==> src/rtl/led_matrix_scan_8x8.sv <==
// 8x8 LED matrix row scanner with a double-buffered frame and per-slot blanking.
// The pending frame is swapped into the display buffer only at row-0 slot starts.
module led_matrix_scan_8x8 #(
  parameter int unsigned CLK_DIV      = 12000,
  parameter int unsigned BLANK_CYCLES = 16,
  parameter logic        ROW_ON_LVL   = 1'b1,
  parameter logic        COL_ON_LVL   = 1'b0
) (
  input  logic        i_CLK,
  input  logic        i_RST_N,
  input  logic        i_ENABLE,
  input  logic [63:0] i_FRAME,
  input  logic        i_FRAME_VALID,
  output logic        o_FRAME_READY,
  output logic        o_FRAME_START,
  output logic [7:0]  o_ROWS,
  output logic [7:0]  o_COLUMNS
);

  localparam int unsigned   PW          = (CLK_DIV > 32'd1) ? $clog2(CLK_DIV) : 1;
  localparam logic [PW-1:0] PRESC_LAST  = PW'(CLK_DIV - 32'd1);
  localparam logic [PW-1:0] PRESC_BLANK = PW'(BLANK_CYCLES);

  localparam logic [1:0] ST_IDLE  = 2'd0;
  localparam logic [1:0] ST_BLANK = 2'd1;
  localparam logic [1:0] ST_DRIVE = 2'd2;

  localparam logic [7:0] ROWS_OFF = {8{~ROW_ON_LVL}};
  localparam logic [7:0] COLS_OFF = {8{~COL_ON_LVL}};

  logic [1:0]    state_q, state_d;
  logic [2:0]    row_q, row_d;
  logic [PW-1:0] presc_q, presc_d;
  logic [63:0]   display_q, display_d;
  logic [63:0]   pending_q, pending_d;
  logic          pending_full_q, pending_full_d;
  logic          frame_start_q, frame_start_d;
  logic [7:0]    rows_q, rows_d;
  logic [7:0]    cols_q, cols_d;
  logic          boundary_s;
  logic          accept_s;
  logic [7:0]    row_bits_s;
  logic [7:0]    row_onehot_s;

  // Next-state, buffer handoff and output pin computation.
  always_comb begin
    state_d        = state_q;
    row_d          = row_q;
    presc_d        = presc_q;
    display_d      = display_q;
    pending_d      = pending_q;
    pending_full_d = pending_full_q;
    boundary_s     = 1'b0;
    accept_s       = i_FRAME_VALID & ~pending_full_q;

    if (!i_ENABLE) begin
      state_d = ST_IDLE;
      row_d   = 3'd0;
      presc_d = '0;
    end else if (state_q == ST_IDLE) begin
      state_d    = ST_BLANK;
      row_d      = 3'd0;
      presc_d    = '0;
      boundary_s = 1'b1;
    end else if ((state_q == ST_BLANK) || (state_q == ST_DRIVE)) begin
      if (presc_q == PRESC_LAST) begin
        presc_d    = '0;
        row_d      = row_q + 3'd1;
        state_d    = ST_BLANK;
        boundary_s = (row_q == 3'd7);
      end else begin
        presc_d = presc_q + {{(PW-1){1'b0}}, 1'b1};
        state_d = (presc_d < PRESC_BLANK) ? ST_BLANK : ST_DRIVE;
      end
    end else begin
      state_d = ST_IDLE;
      row_d   = 3'd0;
      presc_d = '0;
    end

    frame_start_d = boundary_s;

    // Accept only happens with pending empty, so it never collides with a swap.
    if (boundary_s && pending_full_q) begin
      display_d      = pending_q;
      pending_full_d = 1'b0;
    end else begin
      display_d = display_q;
    end

    if (accept_s) begin
      pending_d      = i_FRAME;
      pending_full_d = 1'b1;
    end else begin
      pending_d = pending_q;
    end

    row_bits_s   = display_d[{row_d, 3'd0} +: 8];
    row_onehot_s = 8'd1 << row_d;

    if (state_d == ST_DRIVE) begin
      rows_d = ROW_ON_LVL ? row_onehot_s : ~row_onehot_s;
      cols_d = COL_ON_LVL ? row_bits_s : ~row_bits_s;
    end else begin
      rows_d = ROWS_OFF;
      cols_d = COLS_OFF;
    end
  end

  // State, buffers and registered pin drivers.
  always_ff @(posedge i_CLK or negedge i_RST_N) begin
    if (!i_RST_N) begin
      state_q        <= ST_IDLE;
      row_q          <= 3'd0;
      presc_q        <= '0;
      display_q      <= 64'd0;
      pending_q      <= 64'd0;
      pending_full_q <= 1'b0;
      frame_start_q  <= 1'b0;
      rows_q         <= ROWS_OFF;
      cols_q         <= COLS_OFF;
    end else begin
      state_q        <= state_d;
      row_q          <= row_d;
      presc_q        <= presc_d;
      display_q      <= display_d;
      pending_q      <= pending_d;
      pending_full_q <= pending_full_d;
      frame_start_q  <= frame_start_d;
      rows_q         <= rows_d;
      cols_q         <= cols_d;
    end
  end

  assign o_FRAME_READY = ~pending_full_q;
  assign o_FRAME_START = frame_start_q;
  assign o_ROWS        = rows_q;
  assign o_COLUMNS     = cols_q;

endmodule

==> config.mk <==
export PLATFORM = sky130hd
export DESIGN_NAME = led_matrix_scan_8x8
export DESIGN_NICKNAME = d
export VERILOG_FILES = /design/src/rtl/led_matrix_scan_8x8.sv
export SDC_FILE = /design/constraint.sdc
export NUM_CORES = 1
export LEC_CHECK = 0
export CAP_MARGIN = 30
export CORE_ASPECT_RATIO = 1.4
export CORE_MARGIN = 3
export CORE_UTILIZATION = 28
export CTS_CLUSTER_DIAMETER = 40
export DETAILED_ROUTE_END_ITERATION = 8
export HOLD_SLACK_MARGIN = 0.05
export PLACE_DENSITY = 0.48
export SYNTH_ARGS = -nofsm -noshare
export SYNTH_HDL_FRONTEND = slang
export SYNTH_SLANG_ARGS = --single-unit
==> constraint.sdc <==
create_clock -name i_CLK -period 3.1 [get_ports i_CLK]
set_clock_uncertainty 0.1 [all_clocks]
set_input_delay 0.465 -clock i_CLK [delete_from_list [all_inputs] [get_ports i_CLK]]
set_output_delay 0.465 -clock i_CLK [all_outputs]
set_load 0.005 [all_outputs]
==> impl_metrics.csv, run 1 <==
group,metric,value,unit
status,status,"finished, final reports clean",
setup_path,worst-setup-path-type,"flip-flop to flip-flop",
job,max_cap_violations,0,
place,placedCellCount,925,
cells_and_area,finalNetCount,704,
setup_path,r2r_slack,0.11,ns
sta,tightestPinTransition,0.674,ns
synth,async_reset_ff_frac,1.00,
floorplan,fp.coreArea,24900,um^2
synth,syn-cell-area,7190,um^2
cells_and_area,utilization,0.368,
routing,drc,0,
clocking,root_buffer,"clkbuf_16",
clocking,cts_sinks,165,
setup_path,worstPathArrival,3.22,ns
routing,dr.pass1.iters,4,
setup_path,rr_endpoint,"o_COLUMNS[1]$_DFF_PN1_",
synth,synth-seq-area-share,0.576,
cells_and_area,final_cell_mix,"dfrtp_1 (155), mux2_2 (124), clkdlybuf4s50_1 (84)",
setup_path,start_kind,"flip-flop",
place,dp_slack,0.0185,ns
synth,syn_nets,605,
global_route,grt_pass1_vias,4832,
synth,ys_ff_latch,165,
sta,whs,0.396,ns
cells_and_area,insertedDiodeCount,0,
synth,synth_area_per_cell,13.5,um^2
sta,drv_slew,0,
clocking,clkTransAtPathRegs,0.06,ns
routing,vias,4507,
power,peakVddDrop,0.624,mV
place,place.gp.congestion,0.786,
clocking,ctsLongestPathBuffers,2,
clocking,cts_made_buffers,17,
power,p_leak,3.80,nW
clocking,insertion_delay,0.43,ns
worst_hold_path,hold_end,"display_q[56]$_DFF_PN0_",
global_route,grt_max_degree,114,
floorplan,dieArea,27600,um^2
routing,ant_nets,0,
global_route,grt_pass1_wl,26800,um
floorplan,ioPinCount,86,
routing,wl_per_cell,17.1,um
cells_and_area,drive_above_1_share,0.334,
floorplan,die_y,196,um
sta,rsz0062_at_grt,"yes",
synth,synth_cell_type_count,52,
clocking,htree_num_levels,4,
sta,finalWorstSetupSlack,0.108,ns
sta,timing.fmax,0.334,GHz
global_route,grtUsageTotal,0.124,
sta,setup_violations,0,
setup_path,rr_worst_depth,8,
synth,yosysWarnings,0,
global_route,grt_overflow,0,
floorplan,initial_core_util,0.288,
setup_path,required,3.33,ns
power,p_per_area,763,nW/um^2
sta,fin_crit_sh,0.965,
cells_and_area,final_common_cell,"dfrtp_1",
synth,synth_cells,533,
place,place_hpwl,11600,um
cells_and_area,area_growth_syn_to_layout,27.8,%
worst_hold_path,hold_path.class,"flip-flop to flip-flop",
worst_hold_path,min_path_cells,1,
cells_and_area,instances_no_fill,959,
setup_path,endpoint_kind,"flip-flop",
sta,slew_headroom,0.551,
worst_hold_path,min_from,"display_q[56]$_DFF_PN0_",
synth,synth_edf_count,0,
sta,hold_violations,0,
power,total_power,0.00700,W
synth,synth_ff_type,"dfrtp_1",
routing,drt_iter0_drc,181,
clocking,cts_tree,"built",
routing,vias_per_cell,4.70,
global_route,antenna_found_initial,0,
setup_path,cp_max_fo,10,
sta,period_minus_slack,2.99,ns
place,port_buffers,85,
floorplan,fp.dieW,141,um
routing,wirelength,16400,um
setup_path,r2r-start,"presc_q[8]$_DFF_PN0_",
floorplan,std_cell_rows,68,
-- power by group --
part	switching, W	internal (W)
registers	0.000336	0.00288
logic	0.000630	0.000861
clock network	0.000923	0.00137
-- sequential cells by signal (all words and copies together), names as in the netlist --
name,cells
display_q,64
o_COLUMNS,8
o_FRAME_START,1
o_ROWS,8
pending_full_q,1
pending_q,64
presc_q,14
row_q,3
state_q,2
-- cell usage after synthesis, drive strengths merged (3+ instances only) --
cell | n | area [um^2]
nand3 | 4 | 20.0
nor4 | 10 | 83.8
inv | 4 | 15.0
dfstp | 8 | 210
nand2 | 15 | 58.8
xor2 | 5 | 43.8
and3 | 5 | 31.3
a211oi | 9 | 77.6
xnor2 | 10 | 87.6
clkbuf | 10 | 37.5
ha | 4 | 50.1
mux2 | 132 | 1510
o21a | 3 | 22.5
mux2i | 24 | 240
buf | 20 | 139
nand4 | 7 | 43.8
nor2 | 56 | 210
nand2b | 4 | 32.5
o2bb2ai | 7 | 61.3
o22ai | 8 | 56.3
nor4b | 5 | 43.8
dfrtp | 157 | 3930
nor3 | 6 | 35.0
-- worst max path at each step --
stage | start | endpoint | slack [ns]
after floorplan | presc_q[0]$_DFF_PN0_ | o_COLUMNS[7]$_DFF_PN1_ | 0.40
after global placement | presc_q[0]$_DFF_PN0_ | o_COLUMNS[4]$_DFF_PN1_ | 0.13
after detailed placement | presc_q[0]$_DFF_PN0_ | o_COLUMNS[2]$_DFF_PN1_ | 0.02
after CTS | presc_q[0]$_DFF_PN0_ | o_COLUMNS[2]$_DFF_PN1_ | 0.008
after global routing | presc_q[8]$_DFF_PN0_ | o_COLUMNS[1]$_DFF_PN1_ | -0.03
final | presc_q[8]$_DFF_PN0_ | o_COLUMNS[1]$_DFF_PN1_ | 0.11
-- critical path, cell delays in order (launching register included) --
cell       delay (ns)
dfrtp_2          0.45
or3b_4           0.42
nor4_4           0.38
mux2_1           0.37
nand2_2          0.22
nand2_1          0.26
o22ai_1          0.27
o2bb2ai_1        0.14
a211oi_1         0.29
-- stage by stage --
stage | setup TNS, ns | area, um^2
after floorplan | 0 | 7190
after global placement | 0 | 8480
after detailed placement | 0 | 8480
after CTS | 0 | 9130
after global routing | -0.0537 | 9180
final | 0 | 9180
-- cell type report --
type	count	area, um^2
clock buffer	17	425
inverter	6	23.8
clock inverter	14	213
multi-input combinational	332	2890
tap	315	394
sequential	165	4140
fill	2436	15700
timing repair buffer	110	1100
-- cell families after synthesis --
family | synth area share
AO/OA/AOI/OAI | 0.0395
multiplexers | 0.243
adder cells (fa/ha/maj) | 0.00697
flip-flops | 0.576
buffers and inverters | 0.0279
AND/OR/NAND/NOR | 0.0879
XOR/XNOR | 0.0183
-- timing repair --
action / in CTS / in global routing
gates resized for setup: 0 / 9
setup endpoints to repair: 0 / 11
endpoints found under the hold margin: 99 / 0
setup buffers: 0 / 2
hold buffers: 1 / 0
-- layer usage --
metal,wire [um],track usage,up-vias
met3,605,0.0336,19
met5,0,0,-
met2,8290,0.202,86
met4,342,0.0452,0
li1,-,-,2105
met1,7170,0.157,2297
Power figures use the tool's default switching activity.
==> run 2: changes to the inputs <==
--- a/config.mk
+++ b/config.mk
@@ -11,6 +11,7 @@
 export CORE_UTILIZATION = 28
 export CTS_CLUSTER_DIAMETER = 40
 export DETAILED_ROUTE_END_ITERATION = 8
+export GPL_ROUTABILITY_DRIVEN = 1
 export HOLD_SLACK_MARGIN = 0.05
 export PLACE_DENSITY = 0.48
 export SYNTH_ARGS = -nofsm -noshare
==> results of run 2 <==
Same layout as run 1: the final DEF is identical, and so are final timing and power.
==> run 3: changes to the inputs <==
--- a/config.mk
+++ b/config.mk
@@ -12,6 +12,7 @@
 export CTS_CLUSTER_DIAMETER = 40
 export DETAILED_ROUTE_END_ITERATION = 8
 export GPL_ROUTABILITY_DRIVEN = 1
+export GPL_TIMING_DRIVEN = 0
 export HOLD_SLACK_MARGIN = 0.05
 export PLACE_DENSITY = 0.48
 export SYNTH_ARGS = -nofsm -noshare
==> run 3 against run 2 <==
Net effect:
- combinational power barely moved
- final cell count rose by 1.1%
- largest power group unchanged
- largest cell class unchanged
- clock power fell by 2%
==> impl_metrics.csv, run 3 (synthesis gave the netlist of run 1 again) <==
group,metric,value,unit
sta,drv_slew,0,
sta,setup_violations,0,
sta,hold_violations,0,
power,p_leak,3.86,nW
floorplan,dieArea,27600,um^2
setup_path,worstPathArrival,3.18,ns
power,total_power,0.00697,W
floorplan,fp.coreArea,24900,um^2
setup_path,r2r_slack,0.15,ns
clocking,root_buffer,"clkbuf_16",
cells_and_area,finalNetCount,714,
routing,ant_nets,0,
floorplan,ioPinCount,86,
floorplan,fp.dieW,141,um
place,place_hpwl,12400,um
clocking,cts_tree,"built",
cells_and_area,final_cell_mix,"dfrtp_1 (156), mux2_2 (124), clkdlybuf4s50_1 (84)",
routing,drc,0,
floorplan,die_y,196,um
clocking,clkTransAtPathRegs,0.07,ns
cells_and_area,drive_above_1_share,0.353,
power,p_per_area,751,nW/um^2
routing,drt_iter0_drc,162,
sta,fin_crit_sh,0.951,
clocking,cts_made_buffers,17,
clocking,htree_num_levels,4,
global_route,grt_pass1_vias,4974,
place,place.gp.congestion,0.746,
sta,period_minus_slack,2.95,ns
routing,wirelength,16800,um
routing,vias_per_cell,4.63,
setup_path,start_kind,"flip-flop",
place,port_buffers,85,
global_route,grt_max_degree,95,
routing,wl_per_cell,17.4,um
cells_and_area,reg_top3,"display_q x64, pending_q x64, presc_q x14",
job,max_cap_violations,0,
cells_and_area,insertedDiodeCount,0,
global_route,grt_overflow,0,
worst_hold_path,hold_path.class,"flip-flop to flip-flop",
setup_path,cp_max_fo,10,
clocking,ctsLongestPathBuffers,2,
routing,dr.pass1.iters,4,
clocking,cts_sinks,165,
sta,slew_headroom,0.444,
cells_and_area,nFillCells,2379,
cells_and_area,final_common_cell,"dfrtp_1",
setup_path,required,3.34,ns
sta,timing.fmax,0.339,GHz
power,peakVddDrop,0.392,mV
floorplan,std_cell_rows,68,
floorplan,initial_core_util,0.288,
routing,vias,4492,
sta,tightestPinTransition,0.834,ns
status,status,"finished, final reports clean",
global_route,grtUsageTotal,0.128,
setup_path,endpoint_kind,"flip-flop",
setup_path,worst-setup-path-type,"flip-flop to flip-flop",
cells_and_area,area_growth_syn_to_layout,29.1,%
clocking,insertion_delay,0.43,ns
cells_and_area,utilization,0.372,
global_route,grt_pass1_wl,27300,um
global_route,antenna_found_initial,0,
[run 3: layer usage]
layer / wire (um) / global-route usage
met5: 0 / 0
met4: 236 / 0.0402
met3: 498 / 0.0274
met2: 8830 / 0.224
met1: 7280 / 0.156
[run 3: worst paths after layout]
kind,startpoint,end,depth (start not counted)
worst min register to register,display_q[7]$_DFF_PN0_,display_q[7]$_DFF_PN0_,1
max in group asynchronous,i_RST_N,o_COLUMNS[3]$_DFF_PN1_,3
worst max register to register,presc_q[5]$_DFF_PN0_,o_COLUMNS[3]$_DFF_PN1_,10
worst max-delay path,presc_q[5]$_DFF_PN0_,o_COLUMNS[3]$_DFF_PN1_,10
min in group asynchronous,i_RST_N,presc_q[12]$_DFF_PN0_,2
worst min-delay path,display_q[7]$_DFF_PN0_,display_q[7]$_DFF_PN0_,1
[run 3: area by class of cell]
class / instances / area, um^2 / area share
plain buffers: 29 / 179 / 0.0193
clock buffers: 17 / 425 / 0.0459
clock inverters: 15 / 210 / 0.0227
inverters: 6 / 25.0 / 0.00270
multi-input cells: 332 / 2980 / 0.321
flip-flops and latches: 165 / 4140 / 0.446
well taps: 315 / 394 / 0.0425
repair buffers: 91 / 923 / 0.0995
[run 3: what timing repair did]
| item | in CTS | in global routing |
|---|---|---|
| gates resized for setup | 18 | 13 |
| setup buffers | 1 | 3 |
| hold buffers | 1 | 0 |
| endpoints found under the setup margin | 9 | 12 |
| hold endpoints to repair | 69 | 0 |
| pin swaps | 2 | 4 |
[run 3: critical path, stage by stage, from the launching register on]
cell and delay [ns]:
dfrtp_1 0.36, buf_2 0.17, or3b_4 0.44, nor4_4 0.27
buf_4 0.20, mux2i_1 0.17, nor2_1 0.08, or3_1 0.39
buf_4 0.19, nor4_1 0.37, a211oi_2 0.11
[run 3: metrics by stage]
step,instance area [um^2],setup TNS (ns),instances,hold WS (ns),worst slack [ns]
after global placement,8430,-825.89,933,0.377,-5.11
final,9280,0,970,0.399,0.153
after global routing,9280,-0.0198,970,0.410,-0.00956
after floorplan,7190,0,533,0.0694,0.403
after CTS,9190,-0.0511,967,0.397,-0.0284
after detailed placement,8460,-2.06,934,0.367,-0.388
[run 3: power by group]
part | switching (W) | internal, W
logic | 0.000630 | 0.000864
clock network | 0.000950 | 0.00131
registers | 0.000335 | 0.00288
total | 0.00192 | 0.00505
==> RTL edit 1: new RTL, flow settings as in run 1 <==
`pending_q` no longer has a reset.
--- a/src/rtl/led_matrix_scan_8x8.sv
+++ b/src/rtl/led_matrix_scan_8x8.sv
@@ -116,3 +116,2 @@
       display_q      <= 64'd0;
-      pending_q      <= 64'd0;
       pending_full_q <= 1'b0;
@@ -126,3 +125,2 @@
       display_q      <= display_d;
-      pending_q      <= pending_d;
       pending_full_q <= pending_full_d;
@@ -132,2 +130,6 @@
     end
+  end
+
+  always_ff @(posedge i_CLK) begin
+    pending_q <= pending_d;
   end
Check against the original RTL: no difference found for any inputs over 10 cycles, from zero or initial values and one cycle with i_RST_N low; that may be too few to reach the edited logic, so the function may still have changed.
==> RTL edit 1 against run 1 <==
  * Global-route usage rose by 0.22 points
  * Synthesized area is 5.3% lower
  * Final area down 5.6%
  * Non-clock buffer count decreased by 2
  * Setup slack improved by 0.13 ns
  * Wire length shrank 4.1%
  * Sequential cell count unchanged
Power is not compared: it rests on default switching activity, and its combinational part moved more than twofold at a synthesized area within 25%.
==> RTL edit 1: results (changes against run 1) <==
Detailed routing
  – DRT Wirelength: 15.7 mm (-4.1%)
  – Initial DRC Count: 263 (+45%)
  – Vias after detailed routing: 4148 (-8.0%)
  – Drt wl/cell: 17.1 um (about the same)

Final layout
  – Buffering overhead: 12.2% (+0.31 points)
  – Biggest regs: display_q x64, pending_q x64, presc_q x14
  – Logic inverters: 6 (unchanged)
  – Non-CTS buffers: 108 (-1.8%)
  – Clock buffers: 19 (+2)
  – Sequential cell area: 4460 um^2 (+7.7%)
  – Share of layout cells above drive strength 1: 21.0% (-12 points)
  – Clock-cell share: 6.31% (-0.64 points)
  – Fraction of area in multi-input gates: 25.3% (-6.1 points)
  – Filler cell count: 2237 (-8.2%)
  – Multi-In Gates: 303 (-8.7%)
  – Num sequential: 165 (unchanged)
  – Final nets: 673 (-4.4%)

Yosys
  – Netlist cell types: 49 (-5.8%)
  – Synth warnings: 0 (unchanged)
  – Instance count of the mapped netlist: 496 (-6.9%)
  – Top cells by area, synth: dfrtp_1, edfxtp_1, mux2_2, nand2_1, dfstp_2
  – Post-synthesis net count: 568 (-6.1%)
  – Post-synth EDFFs: 64 (+64)
  – Synth cell count leaders: dfrtp_1, nand2_1, edfxtp_1
  – Async SR Flop Fraction: 61.2% (-39 points)
  – Seq/Total Area, Yosys: 65.5% (+7.9 points)

Worst setup path
  – Reg2reg end: o_COLUMNS[3]
  – R2R setup slack: 0.23 ns (+0.13 ns)
  – Crit-path max cell delay: 0.39 ns (-0.06 ns)
  – Worst-path fanout max: 13 (+3)
  – CP max stage cell: and4_4
  – Critical Path Start: presc_q[0]
  – CP delay by family, top: simple AND/OR/NAND/NOR gates
  – Worst reg2reg path depth: 10 (+2)
  – Arr. time, crit path: 3.12 ns (-0.10 ns)
  – Worst reg2reg path startpoint: presc_q[0]
  – Worst setup endpoint: o_COLUMNS[3]

CTS
  – Clk buf depth: 2 (unchanged)
  – Clock Root Buffer: clkbuf_16
  – H-Tree Depth: 4 (unchanged)
  – Num CTS Buffers: 17 (unchanged)

Floorplan
  – Die ar.: 26200 um^2 (-5.1%)

Placed design
  – Port bufs: 85 (unchanged)
  – Placed Area: 8100 um^2 (-4.5%)
  – RePlAce Congestion: 0.796 (+1.3%)
  – DP HPWL: 11.1 mm (-4.5%)
  – Placed Cells: 886 (-4.2%)
  – Place WS: 0.0365 ns (+0.0181 ns)

Global route
  – Global-route wire length before repair: 25.0 mm (-6.6%)
  – GRT Total Usage: 12.6% (+0.22 points)
  – Largest net degree at the start of global routing: 61 (-46%)
  – Vias in the first global route: 4560 (-5.6%)

STA
  – Worst slew pin tran: 0.613 ns (-0.0610 ns)
  – Max Freq: 349 MHz (+4.4%)

Power
  – Power consumption: 5.22 mW
  – Sequential Power: 2.64 mW

Outcome
  – Status: complete, no violations
## RTL edit 1: cell types whose count changed after synthesis, moves of 8 or more
cell / before / now
edfxtp_1: 0 / 64
a22oi_1: 0 / 9
a31oi_1: 0 / 10
nand2_1: 14 / 81
mux2_2: 124 / 43
dfrtp_1: 157 / 93
nor2_1: 56 / 16
o211ai_2: 0 / 8
nand2b_1: 3 / 11
a21o_1: 0 / 8
## RTL edit 1: cells by family (layout without fill, tap and decap cells)
group                      count (synthesis)  count (layout)  share of synthesized area [%]
AOI/OAI and AO/OA                         64              65                           7.61
xor gates and xnor gates                  15              15                           1.93
adders and majority gates                  4               4                          0.736
buffers and inverters                     29             146                           2.65
DFF                                      165             165                           65.5
muxes                                     67              67                           11.0
and+or+nand+nor                          152             152                           10.5
## RTL edit 1: repair_timing
item / in CTS / in global routing
hold buffers: 1 / 0
setup endpoints to repair: 0 / 1
endpoints found under the hold margin: 37 / 0
## RTL edit 1: how the worst min path moves through the flow
| stage | start | to | slack (ns) | depth (start not counted) |
|---|---|---|---|---|
| 6_report | display_q[24] | display_q[24] | 0.37 | 2 |
| 2_1_floorplan | i_RST_N | display_q[0] | 0.07 | 0 |
| 4_1_cts | display_q[24] | display_q[24] | 0.38 | 2 |
| 5_1_grt | display_q[30] | display_q[30] | 0.39 | 2 |
| 3_3_place_gp | display_q[31] | display_q[31] | 0.35 | 2 |
| 3_5_place_dp | display_q[24] | display_q[24] | 0.36 | 2 |
## RTL edit 1: routing by layer
metal / vias to the layer above / global-route usage, % / wire (um)
li1: 1990 / - / -
met1: 2043 / 15.2 / 6650
met2: 94 / 21.7 / 8180
met3: 21 / 2.67 / 492
met4: 0 / 5.13 / 398
met5: - / 0 / 0
==> RTL edit 2: new RTL, flow settings as in run 1 <==
Made on the original files. Set the parameter `CLK_DIV` to 24000 (it was 12000).
--- a/src/rtl/led_matrix_scan_8x8.sv
+++ b/src/rtl/led_matrix_scan_8x8.sv
@@ -3,3 +3,3 @@
 module led_matrix_scan_8x8 #(
-  parameter int unsigned CLK_DIV      = 12000,
+  parameter int unsigned CLK_DIV      = 24000,
   parameter int unsigned BLANK_CYCLES = 16,
Behaviour: same outputs for any inputs over 10 cycles, from zero or initial values and one cycle with i_RST_N low; that may be too few to reach the edited logic, so the function may still have changed.
==> RTL edit 2 against run 1 <==
  * Worst hold slack worse by 0.016 ns
  * Sequential cell count is 1 higher
  * Global-route usage is 0.88 points higher
  * Synthesized area is 1.7% higher
  * Setup slack better by 0.016 ns
  * Total power is 2.0% lower
  * Synthesized cell count is 6.8% higher
  * Utilization is 0.068 points higher
  * Largest power group unchanged
  * Wire length is 10% higher
  * Largest cell class unchanged
  * Final area is 2.7% higher
  * Critical path depth stayed put
  * Die area is 1.7% higher
==> RTL edit 2: results (changes against run 1) <==
Global route
  – Global-route wire length before repair: 28.8 mm (+7.6%)
  – Largest net degree at the start of global routing: 78 (-32%)
  – Initial antenna violation count: 0 (unchanged)
  – GRT Total Usage: 13.2% (+0.88 points)
  – Vias in the first global route: 5332 (+10%)

Placed design
  – DP HPWL: 13.0 mm (+12%)
  – Port bufs: 85 (unchanged)
  – RePlAce Congestion: 0.787 (+0.11%)
  – Placed Area: 8740 um^2 (+3.1%)

Detailed routing
  – Post-detailed-route count of antenna-violating nets: 0 (unchanged)
  – Drt wl/cell: 18.0 um (+5.2%)
  – Initial DRC Count: 161 (-11%)
  – Vias after detailed routing: 4839 (+7.4%)
  – DR pass1 iterations: 4 (unchanged)

Final layout
  – Share of layout cells above drive strength 1: 26.9% (-6.5 points)
  – Ant diodes: 0 (unchanged)
  – Filler cell count: 2489 (+2.2%)
  – Final nets: 743 (+5.5%)
  – Biggest regs: display_q x64, pending_q x64, presc_q x15

Yosys
  – Synth cell count leaders: dfrtp_1, mux2_2, a211oi_1
  – Netlist cell types: 51 (-1.9%)
  – Synth warnings: 0 (unchanged)
  – Async SR Flop Fraction: 100% (unchanged)
  – Top cells by area, synth: dfrtp_1, mux2_2, a211oi_1, a21o_1, dfstp_2
  – Seq/Total Area, Yosys: 57.0% (-0.63 points)
  – Post-synthesis net count: 641 (+6.0%)

Worst setup path
  – Arr. time, crit path: 3.20 ns (-0.02 ns)
  – Worst-path fanout max: 53 (+43)

CTS
  – Num CTS Buffers: 17 (unchanged)
  – Skew-Pair Late Insertion Delay: 0.43 ns (about the same)
  – Clk buf depth: 2 (unchanged)
  – H-Tree Depth: 4 (unchanged)
  – Clk pin slew, worst setup/hold paths: 0.06 ns (about the same)
  – Clock Root Buffer: clkbuf_16

Worst hold path
  – Hold WC Path Type: flip-flop to flip-flop

Power
  – Leak: 4.36 nW (+15%)
  – Peak VDD IR: 0.000344 V (-45%)

STA
  – Worst slew pin tran: 0.750 ns (+0.0764 ns)

Outcome
  – Status: complete, no violations
[RTL edit 2: changes by cell type in the layout (fill, tap and decap cells not counted), moves of 15 or more]
cell,run 1,this run
a21o_1,0,32
o2111a_1,1,16
inv_1,4,26
mux2_2,124,71
and3_1,5,30
a211oi_1,7,30
nor2_1,56,20
a211o_1,1,16
[RTL edit 2: kinds of logic after synthesis]
group                      share of synthesized area [%]
buffers and inverters                               3.77
muxes                                               15.3
adders and majority gates                          0.685
AOI/OAI and AO/OA                                   13.2
and+or+nand+nor                                     8.23
xor gates and xnor gates                            1.92
DFF                                                 57.0
[RTL edit 2: repair_timing]
item | in CTS | in global routing
resized for setup | 0 | 14
buffers inserted | 0 | 1
hold endpoints to repair | 71 | 0
hold buffers | 1 | 0
endpoints found under the setup margin | 0 | 8
[RTL edit 2: cell type report]
type	instances	area [um^2]	area share [%]
timing repair buffer	122	1220	13.0
multi-input combinational	337	2950	31.3
inverter	27	101	1.07
tap	319	399	4.23
clock buffer	18	439	4.66
clock inverter	14	150	1.59
sequential	166	4160	44.2
[RTL edit 2: routing by layer]
layer / share of wire, % / track usage, % / vias up
met5: 0 / 0 / -
met4: 2.0 / 4.68 / 0
met3: 3.0 / 3.22 / 22
met2: 52 / 23.0 / 79
met1: 43 / 15.9 / 2452
li1: - / - / 2286
[RTL edit 2: path summary, 6_finish.rpt]
check	from	to	slack [ns]	depth (start not counted)
setup / recovery	presc_q[6]	o_COLUMNS[7]	0.12	8
setup reg to reg	presc_q[6]	o_COLUMNS[7]	0.12	8
hold reg to reg	display_q[16]	display_q[16]	0.38	1
max in group asynchronous	i_RST_N	o_COLUMNS[3]	1.54	3
hold / removal	display_q[16]	display_q[16]	0.38	1
min in group asynchronous	i_RST_N	display_q[42]	0.54	2
[RTL edit 2: report_power, final]
group / switching, mW / internal, mW / leakage, nW / total, mW
sequential: 0.365 / 2.89 / 2.02 / 3.25
clock: 0.887 / 1.21 / 0.283 / 2.10
combinational: 0.639 / 0.865 / 2.05 / 1.50
[RTL edit 2: stage by stage]
step	setup slack [ns]	cells	TNS, ns
global placement	0.0432	969	0
finish	0.124	1003	0
global route	-0.0297	1003	-0.0948
CTS	0.00873	1002	0
floorplan	0.151	569	0
detailed placement	0.0265	969	0
[RTL edit 2: critical path, stage by stage (launching register included)]
cell	delay, ns
dfrtp_1	0.37
or4b_4	0.54
or4_4	0.48
o21ai_4	0.18
nand2_4	0.08
buf_12	0.19
mux2_4	0.33
o2111a_1	0.24
o41ai_2	0.35
